## src/rtl/cnn_pkg.sv

```systemverilog
// -----------------------------------------------------------------------------
// cnn_pkg
// Shared constants and helpers for the CNN streaming blocks.
//   DEFAULT_DATA_WIDTH : default sample width (signed two's complement)
//   lane_lsb()         : LSB position of a channel lane inside a packed beat;
//                        every block packs channel c at [c*width +: width]
// -----------------------------------------------------------------------------
package cnn_pkg;

  localparam int DEFAULT_DATA_WIDTH = 16;

  function automatic int lane_lsb(input int lane, input int width);
    return lane * width;
  endfunction

endpackage

```

## src/rtl/max_cmp.sv

```systemverilog
// -----------------------------------------------------------------------------
// max_cmp
// Combinational signed two-input maximum.
// Ports:
//   a_i, b_i : signed operands, DATA_WIDTH bits
//   max_o    : the larger operand (equal operands: either one is correct)
// -----------------------------------------------------------------------------
module max_cmp #(
  parameter int DATA_WIDTH = 16
) (
  input  logic [DATA_WIDTH-1:0] a_i,
  input  logic [DATA_WIDTH-1:0] b_i,
  output logic [DATA_WIDTH-1:0] max_o
);

  assign max_o = ($signed(a_i) > $signed(b_i)) ? a_i : b_i;

endmodule

```

## src/rtl/max_pool_stream.sv

```systemverilog
// -----------------------------------------------------------------------------
// max_pool_stream
// Streaming 2x2 / stride-2 max pooling over a raster-ordered feature map.
// Depth channels travel in parallel lanes. Output latency is one cycle from
// the beat that completes a window.
//
// Ports:
//   clk        : clock, rising edge
//   reset      : asynchronous, active-high
//   in_data    : one pixel, channel c at [c*DATA_WIDTH +: DATA_WIDTH]
//   in_valid   : in_data valid
//   in_ready   : beat accepted when in_valid && in_ready
//   out_data   : one pooled pixel, same lane packing as in_data
//   out_valid  : out_data valid, held until accepted
//   out_ready  : downstream accepts out_data
//   frame_done : high in the cycle the last pooled pixel of a frame is accepted
//
// Build option:
//   MAXPOOL_RELU_EN : when defined, negative pooled lanes are clamped to 0
//                     before they enter the output register.
// -----------------------------------------------------------------------------
module max_pool_stream
  import cnn_pkg::*;
#(
  parameter int DATA_WIDTH = DEFAULT_DATA_WIDTH,
  parameter int InputH     = 28,
  parameter int InputW     = 28,
  parameter int Depth      = 1
) (
  input  logic                        clk,
  input  logic                        reset,
  input  logic [Depth*DATA_WIDTH-1:0] in_data,
  input  logic                        in_valid,
  output logic                        in_ready,
  output logic [Depth*DATA_WIDTH-1:0] out_data,
  output logic                        out_valid,
  input  logic                        out_ready,
  output logic                        frame_done
);

  localparam int CW       = (InputW > 1) ? $clog2(InputW) : 1;
  localparam int RW       = (InputH > 1) ? $clog2(InputH) : 1;
  localparam int LB_DEPTH = (InputW / 2 > 0) ? InputW / 2 : 1;
  localparam int LBW      = (LB_DEPTH > 1) ? $clog2(LB_DEPTH) : 1;
  localparam logic [CW-1:0] COL_LAST = CW'(InputW - 1);
  localparam logic [RW-1:0] ROW_LAST = RW'(InputH - 1);

  if ((InputH % 2) != 0 || (InputW % 2) != 0 || InputH < 2 || InputW < 2) begin : g_bad_dims
    $error("max_pool_stream: InputH and InputW must be even and at least 2");
  end

  logic [CW-1:0]  col_q, col_d;
  logic [RW-1:0]  row_q, row_d;
  logic           out_valid_q, out_valid_d;
  logic           last_q, last_d;
  logic           beat;
  logic           load_win;
  logic [LBW-1:0] lb_addr;

  // The output register may take a new result whenever it is empty or being
  // drained this cycle, which gives back-to-back results with no bubble.
  assign in_ready   = !out_valid_q || out_ready;
  assign beat       = in_valid && in_ready;
  // A window completes on the odd column of an odd row.
  assign load_win   = beat && row_q[0] && col_q[0];
  assign lb_addr    = LBW'(col_q >> 1);
  assign out_valid  = out_valid_q;
  assign frame_done = out_valid_q && out_ready && last_q;

  always_comb begin
    col_d       = col_q;
    row_d       = row_q;
    out_valid_d = out_valid_q;
    last_d      = last_q;
    if (beat) begin
      if (col_q == COL_LAST) begin
        col_d = '0;
        row_d = (row_q == ROW_LAST) ? '0 : row_q + 1'b1;
      end else begin
        col_d = col_q + 1'b1;
      end
    end
    if (out_ready) begin
      out_valid_d = 1'b0;
    end
    if (load_win) begin
      out_valid_d = 1'b1;
      last_d      = (row_q == ROW_LAST) && (col_q == COL_LAST);
    end
  end

  always_ff @(posedge clk or posedge reset) begin
    if (reset) begin
      col_q       <= '0;
      row_q       <= '0;
      out_valid_q <= 1'b0;
      last_q      <= 1'b0;
    end else begin
      col_q       <= col_d;
      row_q       <= row_d;
      out_valid_q <= out_valid_d;
      last_q      <= last_d;
    end
  end

  for (genvar gi = 0; gi < Depth; gi++) begin : g_lane
    localparam int LSB = lane_lsb(gi, DATA_WIDTH);

    logic [DATA_WIDTH-1:0] pix;
    logic [DATA_WIDTH-1:0] pair_q;
    logic [DATA_WIDTH-1:0] pair_max;
    logic [DATA_WIDTH-1:0] lb_rd_q;
    logic [DATA_WIDTH-1:0] win_max;
    logic [DATA_WIDTH-1:0] res;
    logic [DATA_WIDTH-1:0] out_q;
    logic [DATA_WIDTH-1:0] lb_mem [LB_DEPTH];

    assign pix = in_data[LSB +: DATA_WIDTH];

    // Horizontal pair: captured even-column pixel vs current odd-column pixel.
    max_cmp #(.DATA_WIDTH(DATA_WIDTH)) u_pair (
      .a_i  (pair_q),
      .b_i  (pix),
      .max_o(pair_max)
    );

    // Vertical combine: even-row pair maximum vs odd-row pair maximum.
    max_cmp #(.DATA_WIDTH(DATA_WIDTH)) u_win (
      .a_i  (lb_rd_q),
      .b_i  (pair_max),
      .max_o(win_max)
    );

`ifdef MAXPOOL_RELU_EN
    assign res = win_max[DATA_WIDTH-1] ? '0 : win_max;
`else
    assign res = win_max;
`endif

    always_ff @(posedge clk or posedge reset) begin
      if (reset) begin
        pair_q <= '0;
        out_q  <= '0;
      end else begin
        if (beat && !col_q[0]) begin
          pair_q <= pix;
        end
        if (load_win) begin
          out_q <= res;
        end
      end
    end

    // Line buffer with a registered read. The read is issued on the even
    // column, which shares col/2 with the odd column that consumes it, so the
    // data is ready when the window completes. Writes happen on even rows and
    // reads matter only on odd rows, so the two never collide.
    always_ff @(posedge clk) begin
      if (beat && !row_q[0] && col_q[0]) begin
        lb_mem[lb_addr] <= pair_max;
      end
      if (beat && !col_q[0]) begin
        lb_rd_q <= lb_mem[lb_addr];
      end
    end

    assign out_data[LSB +: DATA_WIDTH] = out_q;
  end

endmodule

```

## config.mk

```make
export PLATFORM = sky130hd
export DESIGN_NAME = max_pool_stream
export DESIGN_NICKNAME = d
export VERILOG_FILES = /design/src/rtl/cnn_pkg.sv /design/src/rtl/max_cmp.sv /design/src/rtl/max_pool_stream.sv
export SDC_FILE = /design/constraint.sdc
export NUM_CORES = 1
export LEC_CHECK = 0
export CAP_MARGIN = 20
export CORE_MARGIN = 1
export CORE_UTILIZATION = 39
export CTS_CLUSTER_SIZE = 20
export DETAILED_ROUTE_END_ITERATION = 8
export PLACE_DENSITY = 0.66
export SLEW_MARGIN = 30
export SYNTH_ARGS = -nofsm -noshare
export SYNTH_HDL_FRONTEND = slang
export SYNTH_SLANG_ARGS = --single-unit
```

## constraint.sdc

```tcl
create_clock -name clk -period 3.9 [get_ports clk]
set_input_delay 0.585 -clock clk [delete_from_list [all_inputs] [get_ports clk]]
set_output_delay 0.585 -clock clk [all_outputs]
set_load 0.02 [all_outputs]
```

==> results_dict.tcl, run 1 <==
set metrics [dict create \
    p_int_mw 7.894 \
    synth_top_family_by_area "multiplexers" \
    p_sw_mw 3.674 \
    maxCapViolations 0 \
    final_area_sq_mm 0.01508 \
    stdcell_count 1227 \
    ios 39 \
    ant_nets 0 \
    gr-usage-all-layers_pct 16.53 \
    syn_inst 670 \
    grt_pass1_vias 6616 \
    antenna_found_initial 0 \
    synth-simple-area-share_pct 4.335 \
    clock_latency_ns 0.53 \
    placed_area_sq_mm 0.01372 \
    worst_setup_path_end_kind "flip-flop" \
    syn_to_final_growth_pct 24.66 \
    maxSlewViolCount 0 \
    syn_nets 724 \
    synth-seq-cells 284 \
    finalWirelength_um 25310 \
    tns_ns 0 \
    hpwl_um 16680 \
    dr.pass1.iters 4 \
    fmax_ghz 0.2599 \
    required_ns 4.31 \
    synth_xor_area_share_pct 0 \
    max-vdd-ir-drop_mv 0.3528 \
    syn_area_sq_mm 0.01209 \
    skew_ns 0.008801 \
    hold_class "primary input to flip-flop" \
    status "finished clean" \
    syn_area_per_cell_sq_um 18.05 \
    swShare_pct 31.76 \
    path_max_fanout 8 \
    seqPwrFrac_pct 39.9 \
    dp.cells 1166 \
    synth-edff-count 240 \
    die_area_sq_mm 0.03172 \
    fin_crit_ns 3.847 \
    fp.dieW_um 178.1 \
    ys_async_sr_fraction_pct 15.49 \
    critPathArrivalTime_ns 4.25 \
    fin_nets 863 \
    cp_slowest_cell "clkdlybuf4s50_1" \
    max_stage_delay_ns 0.48 \
    overflow 0 \
    grt_max_degree 52 \
    setup_viol 0 \
    rsz0062_at_grt "yes" \
    final_cell_mix "edfxtp_1 (240), buf_4 (94), mux4_2 (64)" \
    wl_per_cell_um 20.63 \
    p_total_mw 11.57 \
    hold_viol 0 \
    yosys_most_used_dff "edfxtp_1" \
    core.rowCount 64 \
    yosys.cell_types.count 44 \
    num_antenna_cells 0 \
    drt_iter0_markers 481 \
    clk_pin_slew_ns 0.06 \
    synth_mux_area_share_pct 17.06 \
    num_vias 6435 \
    grt_first_pass_wirelength_um 39240 \
    crit_chain "clkdlybuf4s50_1 -> inv_1 -> ha_4 -> o211ai_1 -> a2111oi_4 -> o41a_4 -> buf_12 -> mux2i_4 -> ha_4 -> and3_4 -> and2_4 -> a221o_1 -> o31ai_4 -> or2_4 -> buf_12 -> o221ai_2" \
    worst_slew_pin_slew_ns 0.7080 \
    clk_path_buf_depth 3 \
    place_congestion 0.8144 \
    die_h_um 178.1 \
    cts_root_buf "clkbuf_16" \
    core-area_sq_mm 0.03059 \
    start_util_pct 39.54 \
    synthAdderAreaFrac_pct 3.517 \
    remaining_drc_errors 0 \
    max-slew-margin-rel_pct 52.80 \
    fin_util_pct 49.29 \
    p_clk_share_pct 21.9 \
    fin_crit_sh_pct 98.64 \
    cts_sinks 284 \
    cts_buffers 28 \
    ys_warn_count 0 \
    critPathKind "primary input to flip-flop" \
    ys_seq_area_share_pct 68.69 \
    cts_tree "yes" \
    viasPerCell 5.244 \
    synth-compound-area-share_pct 3.549 \
    io_buffers 38 \
    final_common_cell "edfxtp_1" \
    h-tree-depth 1 \
    cp-start-kind "primary input" \
    pwr-share-comb_pct 38.2 \
    power.density_mw_per_mm2 767.3 \
    drive_gt1_share_pct 38.99 \
    p_leak_nw 5.380 \
]
==> metrics by stage <==
step / hold WS [ns] / setup WS, ns
global placement: 0.4777 / -0.7701
global route: 0.4409 / -0.06225
CTS: 0.4833 / 0.002383
detailed placement: 0.4891 / -0.8342
finish: 0.4540 / 0.05307
floorplan: 0.4414 / -0.09420
==> state kept, by name, summed over array words and instances, names as in the netlist <==
| name | flops |
|---|---|
| g_lane.lb_mem | 224 |
| g_lane.lb_rd_q | 16 |
| g_lane.pair_q | 16 |
| out_data | 16 |
| col_q | 5 |
| row_q | 5 |
| last_q | 1 |
| out_valid | 1 |
==> cell usage after synthesis, types with 2 or more instances <==
master    count  share of area (%)
dfrtp_1      44                9.1
nand4b_1      2               0.14
o221ai_1      7               0.51
o221ai_2      9                1.1
o31ai_1       2               0.12
inv_1        50                1.6
nand3_1      12               0.50
a21oi_1      11               0.46
nand4_1       5               0.26
nor2_1       15               0.47
a21o_1        5               0.31
nand2_1      43                1.3
ha_1         34                3.5
nand3b_1      2               0.12
o211ai_1      2               0.12
mux4_2       64                 12
o21ai_0       9               0.37
buf_1         4               0.12
nor2b_1       3               0.16
and4_1        3               0.22
mux2_2       31                2.9
nand2b_1      6               0.31
buf_2        10               0.41
and3_1        4               0.21
edfxtp_1    240                 60
nor3_1        6               0.25
mux2i_1       7               0.58
and2_1        3               0.16
mux2i_4       9                1.7
clkbuf_1     14               0.43
==> worst paths after layout <==
path / start / to / slack [ns] / depth (start not counted)
max: in_data[3] / out_data[1] / 0.05 / 16
min: in_data[8] / g_lane[0].pair_q[8] / 0.45 / 3
max reg2reg: g_lane[0].pair_q[13] / out_data[1] / 0.06 / 14
min reg2reg: last_q / last_q / 0.50 / 2
max in group asynchronous: reset / col_q[1] / 2.99 / 2
min in group asynchronous: reset / out_valid / 0.47 / 2
==> timing repair <==
item                                    CTS  global route
gates cloned                              1             0
buffers inserted                          5             5
endpoints found under the setup margin   16            16
resized for setup                        42            28
pin swaps                                19            13
hold buffers                              0             0
==> worst max-delay path, delay by kind of cell <==
family                     cells  cell delay [ns]
AOI/OAI and AO/OA              6             1.55
buffers and inverters          4             0.83
and+or+nand+nor                3             0.52
muxes                          1             0.25
adders and majority gates      2             0.51
==> power groups by stage <==
stage	Clock (mW)	Combinational, mW	Sequential (mW)
after global placement	0	3.80	4.73
after detailed placement	0	3.87	4.74
after CTS	2.60	4.14	4.71
after global routing	2.71	4.80	4.67
after floorplan	0	2.57	4.52
final	2.53	4.42	4.62
==> cells by family (layout without fill, tap and decap cells) <==
family                   after synthesis  after routing
flip-flops                           284            284
multiplexers                         111            111
AND/OR/NAND/NOR                      108            108
buffers and inverters                 81            242
AO/OA/AOI/OAI                         52             52
adder cells (fa/ha/maj)               34             34
==> layout make-up <==
| cell class | count | area, sq um |
|---|---|---|
| Clock buffer | 37 | 775.7 |
| Clock inverter | 15 | 97.59 |
| Fill cell | 2498 | 15510 |
| Inverter | 50 | 197.7 |
| Multi-Input combinational cell | 305 | 3951 |
| Sequential cell | 284 | 8313 |
| Tap cell | 396 | 495.5 |
| Timing Repair Buffer | 140 | 1246 |
==> layer usage <==
metal / vias up / track usage, % / share of wire (%) / routed length, um
li1: 2923 / - / - / -
met1: 3310 / 23.29 / 45 / 11420
met2: 169 / 26.96 / 48 / 12240
met3: 33 / 2.600 / 4.9 / 1232
met4: 0 / 3.811 / 1.6 / 416
met5: - / 0 / 0 / 0
No activity file was read; power rests on OpenSTA's default activity.
==> run 2: changes to the inputs <==
--- a/config.mk
+++ b/config.mk
@@ -11,7 +11,7 @@
 export CTS_CLUSTER_SIZE = 20
 export DETAILED_ROUTE_END_ITERATION = 8
 export PLACE_DENSITY = 0.66
-export SLEW_MARGIN = 30
+export SLEW_MARGIN = 25
 export SYNTH_ARGS = -nofsm -noshare
 export SYNTH_HDL_FRONTEND = slang
 export SYNTH_SLANG_ARGS = --single-unit
==> run 2 against run 1 <==
Effect of this change:
- cell count is essentially flat
- utilization down 0.094 points
- first-iteration DRC count fell by 0.62%
- flip-flop and latch count is the same
- setup slack got worse by 0.0029 ns
- clock skew barely moved
- non-clock buffer count down 1
- critical path type unchanged
- highest routed layer unchanged
==> results_dict.tcl, run 2 (same netlist as run 1, synthesis figures left out) <==
set metrics [dict create \
    hold_depth 3 \
    largest_register_ffs 224 \
    final_cell_mix "edfxtp_1 (240), buf_4 (94), mux4_2 (64)" \
    r2r_slack_ns 0.06 \
    h-tree-depth 1 \
    num_vias 6435 \
    cts_sinks 284 \
    p_clk_share_pct 22.0 \
    dr.pass1.iters 4 \
    hold_class "primary input to flip-flop" \
    clk_path_buf_depth 3 \
    status "finished clean" \
    min-delay-start "in_data[8]" \
    clock_latency_ns 0.53 \
    die_area_sq_mm 0.03172 \
    crit_chain "clkdlybuf4s50_1 -> inv_1 -> ha_4 -> o211ai_1 -> a2111oi_4 -> o41a_4 -> buf_12 -> mux2i_4 -> ha_4 -> and3_4 -> and2_4 -> a221o_1 -> o31ai_4 -> or2_4 -> buf_12 -> o221ai_2" \
    critPathKind "primary input to flip-flop" \
    stdcell_count 1226 \
    swShare_pct 31.78 \
    setup_ws_ns 0.05020 \
    io_buffers 38 \
    cp_num_buf_inv 4 \
    reg2regPathDepth 14 \
    worst_setup_path_end_kind "flip-flop" \
    cp-start-kind "primary input" \
    place_congestion 0.8144 \
    fillers 2502 \
    grt_first_pass_wirelength_um 39240 \
    finalWirelength_um 25290 \
    maxCapViolations 0 \
    p_leak_nw 5.367 \
    hold_viol 0 \
    wl_per_cell_um 20.63 \
    start_util_pct 39.54 \
    ant_nets 0 \
    final_common_cell "edfxtp_1" \
    viasPerCell 5.249 \
    cp_top_family "compound AO/OA/AOI/OAI gates" \
    max-vdd-ir-drop_mv 0.3520 \
    drt_iter0_markers 478 \
    top_register "g_lane.lb_mem" \
    die_h_um 178.1 \
    core-area_sq_mm 0.03059 \
    grt_pass1_vias 6616 \
    rsz0062_at_grt "yes" \
    clk_pin_slew_ns 0.06 \
    tns_ns 0 \
    ios 39 \
    gr-usage-all-layers_pct 16.53 \
    p_total_mw 11.53 \
    path_max_fanout 8 \
    cts_tree "yes" \
    critPathArrivalTime_ns 4.26 \
    min_delay_worst_endpoint "g_lane[0].pair_q[8]" \
    skew_ns 0.009022 \
    max_stage_delay_ns 0.48 \
    cp_slowest_cell "clkdlybuf4s50_1" \
    worst_slew_pin_slew_ns 0.9635 \
    required_ns 4.31 \
    power.density_mw_per_mm2 766.3 \
    remaining_drc_errors 0 \
    cts_buffers 28 \
    dp.cells 1166 \
    cts_root_buf "clkbuf_16" \
    reg2reg_from "g_lane[0].pair_q[13]" \
    max-slew-margin-rel_pct 35.76 \
    setup_viol 0 \
    p_sw_mw 3.665 \
    core.rowCount 64 \
    overflow 0 \
    maxSlewViolCount 0 \
    fp.dieW_um 178.1 \
    fin_crit_ns 3.850 \
    fmax_ghz 0.2598 \
    drive_gt1_share_pct 38.92 \
    syn_to_final_growth_pct 24.43 \
    seqPwrFrac_pct 40.8 \
    regToRegEndpoint "out_data[1]" \
    grt_max_degree 52 \
    pwr-share-comb_pct 37.2 \
    p_int_mw 7.867 \
    antenna_found_initial 0 \
    num_antenna_cells 0 \
    fin_crit_sh_pct 98.71 \
    hpwl_um 16680 \
    pre_cts_ws_ns -0.8342 \
    fin_nets 862 \
]
run 2: cell count changes in the layout (fill, tap and decap cells not counted):
| cell | change |
|---|---|
| buf_16 | -1 |
| clkinv_2 | +1 |
| inv_4 | -1 |
run 2: per-layer routing:
| metal | share of wire [%] | global-route usage [%] |
|---|---|---|
| met5 | 0 | 0 |
| met4 | 1.6 | 3.811 |
| met1 | 45 | 23.29 |
| met2 | 48 | 26.96 |
| met3 | 5.2 | 2.600 |
run 2: layout make-up:
class | instances | area, sq um | area share [%]
sequential | 284 | 8313 | 55.24
multi-input combinational | 305 | 3951 | 26.26
timing repair buffer | 139 | 1219 | 8.098
clock buffer | 37 | 775.7 | 5.155
tap | 396 | 495.5 | 3.293
inverter | 50 | 196.4 | 1.305
clock inverter | 15 | 97.59 | 0.6485
run 2: worst reg2reg max path, stage by stage, from the launching register on:
cell	delay [ns]
dfrtp_1	0.41
ha_4	0.25
a21o_1	0.15
a2111o_1	0.37
o41a_4	0.56
buf_12	0.16
mux2i_4	0.19
ha_4	0.23
and3_4	0.17
and2_4	0.15
a221o_1	0.38
o31ai_4	0.26
or2_4	0.20
buf_12	0.14
o221ai_2	0.09
run 2: worst max path at each step:
stage,start,endpoint,slack (ns),depth (start not counted)
after CTS,in_data[9],out_data[5],0.002,18
final,in_data[3],out_data[1],0.05,16
after global routing,g_lane[0].pair_q[1],out_data[11],-0.06,15
after detailed placement,in_data[1],out_data[12],-0.83,18
after global placement,in_data[13],out_data[11],-0.77,17
after floorplan,in_data[13],out_data[2],-0.09,17
run 2: power by group through the flow:
stage / clock network, mW / logic [mW] / registers (mW)
final: 2.54 / 4.29 / 4.70
after global placement: 0 / 3.80 / 4.73
after detailed placement: 0 / 3.87 / 4.74
after CTS: 2.60 / 4.14 / 4.71
after floorplan: 0 / 2.57 / 4.52
after global routing: 2.71 / 4.66 / 4.77
run 2: per-stage QoR:
| step | hold slack [ns] | util [%] | area [sq um] |
|---|---|---|---|
| 2_1_floorplan | 0.4414 | - | 12230 |
| 3_3_place_gp | 0.4777 | 44.85 | 13720 |
| 3_5_place_dp | 0.4891 | 44.85 | 13720 |
| 6_report | 0.4544 | 49.19 | 15050 |
| 5_1_grt | 0.4409 | 49.19 | 15050 |
| 4_1_cts | 0.5038 | 48.75 | 14910 |
run 2: timing repair:
item / in CTS / in global routing
setup endpoints to repair: 16 / 16
cloned: 1 / 0
hold buffers: 0 / 0
gates resized for setup: 42 / 28
buffers inserted: 5 / 5
pin swaps: 19 / 13
==> run 3: changes to the inputs <==
--- a/config.mk
+++ b/config.mk
@@ -11,6 +11,7 @@
 export CTS_CLUSTER_SIZE = 20
 export DETAILED_ROUTE_END_ITERATION = 8
 export PLACE_DENSITY = 0.66
+export SETUP_SLACK_MARGIN = 0.4
 export SLEW_MARGIN = 25
 export SYNTH_ARGS = -nofsm -noshare
 export SYNTH_HDL_FRONTEND = slang
==> run 3 against run 2 <==
Effect of this change:
- worst hold slack improved by 0.043 ns
- setup slack got worse by 0.035 ns
- highest routed layer unchanged
- clock skew about the same
- fmax decreased by 0.90%
- via count decreased by 1.7%
- combinational power decreased by 3%
- sequential power about the same
- sequential share of layout area increased by 0.12 points
- routed wire length increased by 0.48%
- cell count decreased by 0.73%
- total power increased by 2.3%
- die area unchanged
- largest power group unchanged
==> results_dict.tcl, run 3 (same netlist as run 1, synthesis figures left out) <==
set metrics [dict create \
    status "finished clean" \
    grt_pass1_vias 6673 \
    rsz0062_at_grt "yes" \
    cts_sinks 284 \
    place_congestion 0.8283 \
    p_leak_nw 5.359 \
    max-vdd-ir-drop_mv 0.3104 \
    wl_per_cell_um 20.88 \
    antenna_found_initial 0 \
    p_sw_mw 3.648 \
    fin_crit_ns 3.885 \
    cts_root_buf "clkbuf_16" \
    pre_cts_ws_ns -0.8858 \
    drt_iter0_markers 531 \
    cp-start-kind "flip-flop" \
    worst_setup_path_end_kind "flip-flop" \
    p_clk_share_pct 25.0 \
    final_cell_mix "edfxtp_1 (240), buf_4 (84), mux4_2 (64)" \
    cts_buffers 29 \
    final_area_sq_mm 0.01502 \
    num_vias 6328 \
    power.density_mw_per_mm2 785.9 \
    finalWirelength_um 25410 \
    stdcell_count 1217 \
    setup_ws_ns 0.01510 \
    overflow 0 \
    reg2reg_from "g_lane[0].pair_q[13]" \
    reg2regPathDepth 15 \
    hpwl_um 16240 \
    hold_viol 0 \
    num_antenna_cells 0 \
    core.rowCount 64 \
    hold_class "primary input to async pin" \
    dp.cells 1159 \
    io_buffers 38 \
    ant_nets 0 \
    seqPwrFrac_pct 39.7 \
    r2r_slack_ns 0.02 \
    dr.pass1.iters 5 \
    regToRegEndpoint "out_data[13]" \
    cp-startpoint "g_lane[0].pair_q[13]" \
    hold_buffers 0 \
    fin_nets 854 \
    endpoint "out_data[13]" \
    grt_max_degree 46 \
    start_util_pct 39.54 \
    required_ns 4.36 \
    drive_gt1_share_pct 38.73 \
    p_total_mw 11.80 \
    maxCapViolations 0 \
    top_register "g_lane.lb_mem" \
    die_h_um 178.1 \
    gr-usage-all-layers_pct 16.67 \
    viasPerCell 5.200 \
    fmax_ghz 0.2574 \
    placed_area_sq_mm 0.01368 \
    remaining_drc_errors 0 \
    final_common_cell "edfxtp_1" \
    grt_first_pass_wirelength_um 39450 \
    core-area_sq_mm 0.03059 \
    max-slew-margin-rel_pct 41.60 \
    syn_to_final_growth_pct 24.16 \
    fin_util_pct 49.09 \
    ios 39 \
    fin_crit_sh_pct 99.61 \
    setup_viol 0 \
    swShare_pct 30.91 \
    tns_ns 0 \
    die_area_sq_mm 0.03172 \
    fin_hold_ws_ns 0.4979 \
    h-tree-depth 1 \
    clock_latency_ns 0.54 \
    critPathKind "flip-flop to flip-flop" \
    path_max_fanout 8 \
    clk_path_buf_depth 3 \
    cts_tree "yes" \
    maxSlewViolCount 0 \
    largest_register_ffs 224 \
    critPathArrivalTime_ns 4.34 \
    pwr-share-comb_pct 35.3 \
    fp.dieW_um 178.1 \
    p_int_mw 8.153 \
    clk_pin_slew_ns 0.06 \
    skew_ns 0.008860 \
    worst_slew_pin_slew_ns 0.8760 \
]
## run 3: cell count changes in the layout (fill, tap and decap cells not counted), sizes merged
cell,delta
buf,-9
clkbuf,-7
dlymetal6s2s,-7
bufinv,+6
dlygate4sd2,+5
clkdlybuf4s50,+2
clkinv,+1
clkinvlp,-1
inv,+1
## run 3: worst min-delay path by stage
| stage | slack, ns | startpoint | end | cells past startpoint |
|---|---|---|---|---|
| 2_1_floorplan | 0.44 | last_q | last_q | 2 |
| 3_3_place_gp | 0.47 | last_q | last_q | 2 |
| 3_5_place_dp | 0.48 | last_q | last_q | 2 |
| 4_1_cts | 0.50 | last_q | last_q | 2 |
| 5_1_grt | 0.53 | in_data[12] | g_lane[0].pair_q[12] | 3 |
| 6_report | 0.50 | reset | row_q[4] | 2 |
## run 3: cell type report
type / count / area [sq um]
Tap cell: 396 / 495.5
Timing Repair Buffer: 130 / 1156
Fill cell: 2525 / 15570
Sequential cell: 284 / 8313
Inverter: 50 / 196.4
Clock inverter: 22 / 291.5
Multi-Input combinational cell: 305 / 3834
Clock buffer: 30 / 729.5
## run 3: power groups by stage
| stage | Clock (mW) | Sequential, mW | Combinational (mW) |
|---|---|---|---|
| 2_1_floorplan | 0 | 4.52 | 2.57 |
| 5_1_grt | 3.12 | 4.75 | 4.53 |
| 4_1_cts | 3.01 | 4.70 | 4.15 |
| 3_5_place_dp | 0 | 4.74 | 3.86 |
| 3_3_place_gp | 0 | 4.72 | 3.76 |
| 6_report | 2.95 | 4.68 | 4.17 |
## run 3: per-layer routing
metal | wire length, um | part of all wire (%) | global-route usage (%) | up-vias
li1 | - | - | - | 2899
met3 | 1299 | 5.1 | 2.131 | 38
met1 | 11150 | 44 | 22.58 | 3227
met4 | 437 | 1.7 | 3.953 | 0
met5 | 0 | 0 | 0 | -
met2 | 12520 | 49 | 28.55 | 164
## run 3: worst max-delay path: stages, from the launching register on
cell      delay [ns]
dfrtp_1         0.41
ha_4            0.25
a21o_1          0.16
a2111o_1        0.37
o41a_4          0.56
buf_12          0.18
buf_12          0.14
mux2i_4         0.19
ha_4            0.27
and3_4          0.18
and4_4          0.23
a21boi_2        0.16
o31ai_2         0.08
or2_4           0.27
buf_12          0.16
o221ai_2        0.18
## run 3: repair_timing
item                                   4_1_cts  5_1_grt
cloned                                       1        0
pin swaps                                   27        3
resized for setup                           52        5
endpoints found under the hold margin        0        0
setup endpoints to repair                   16       16
buffers inserted                             4        1
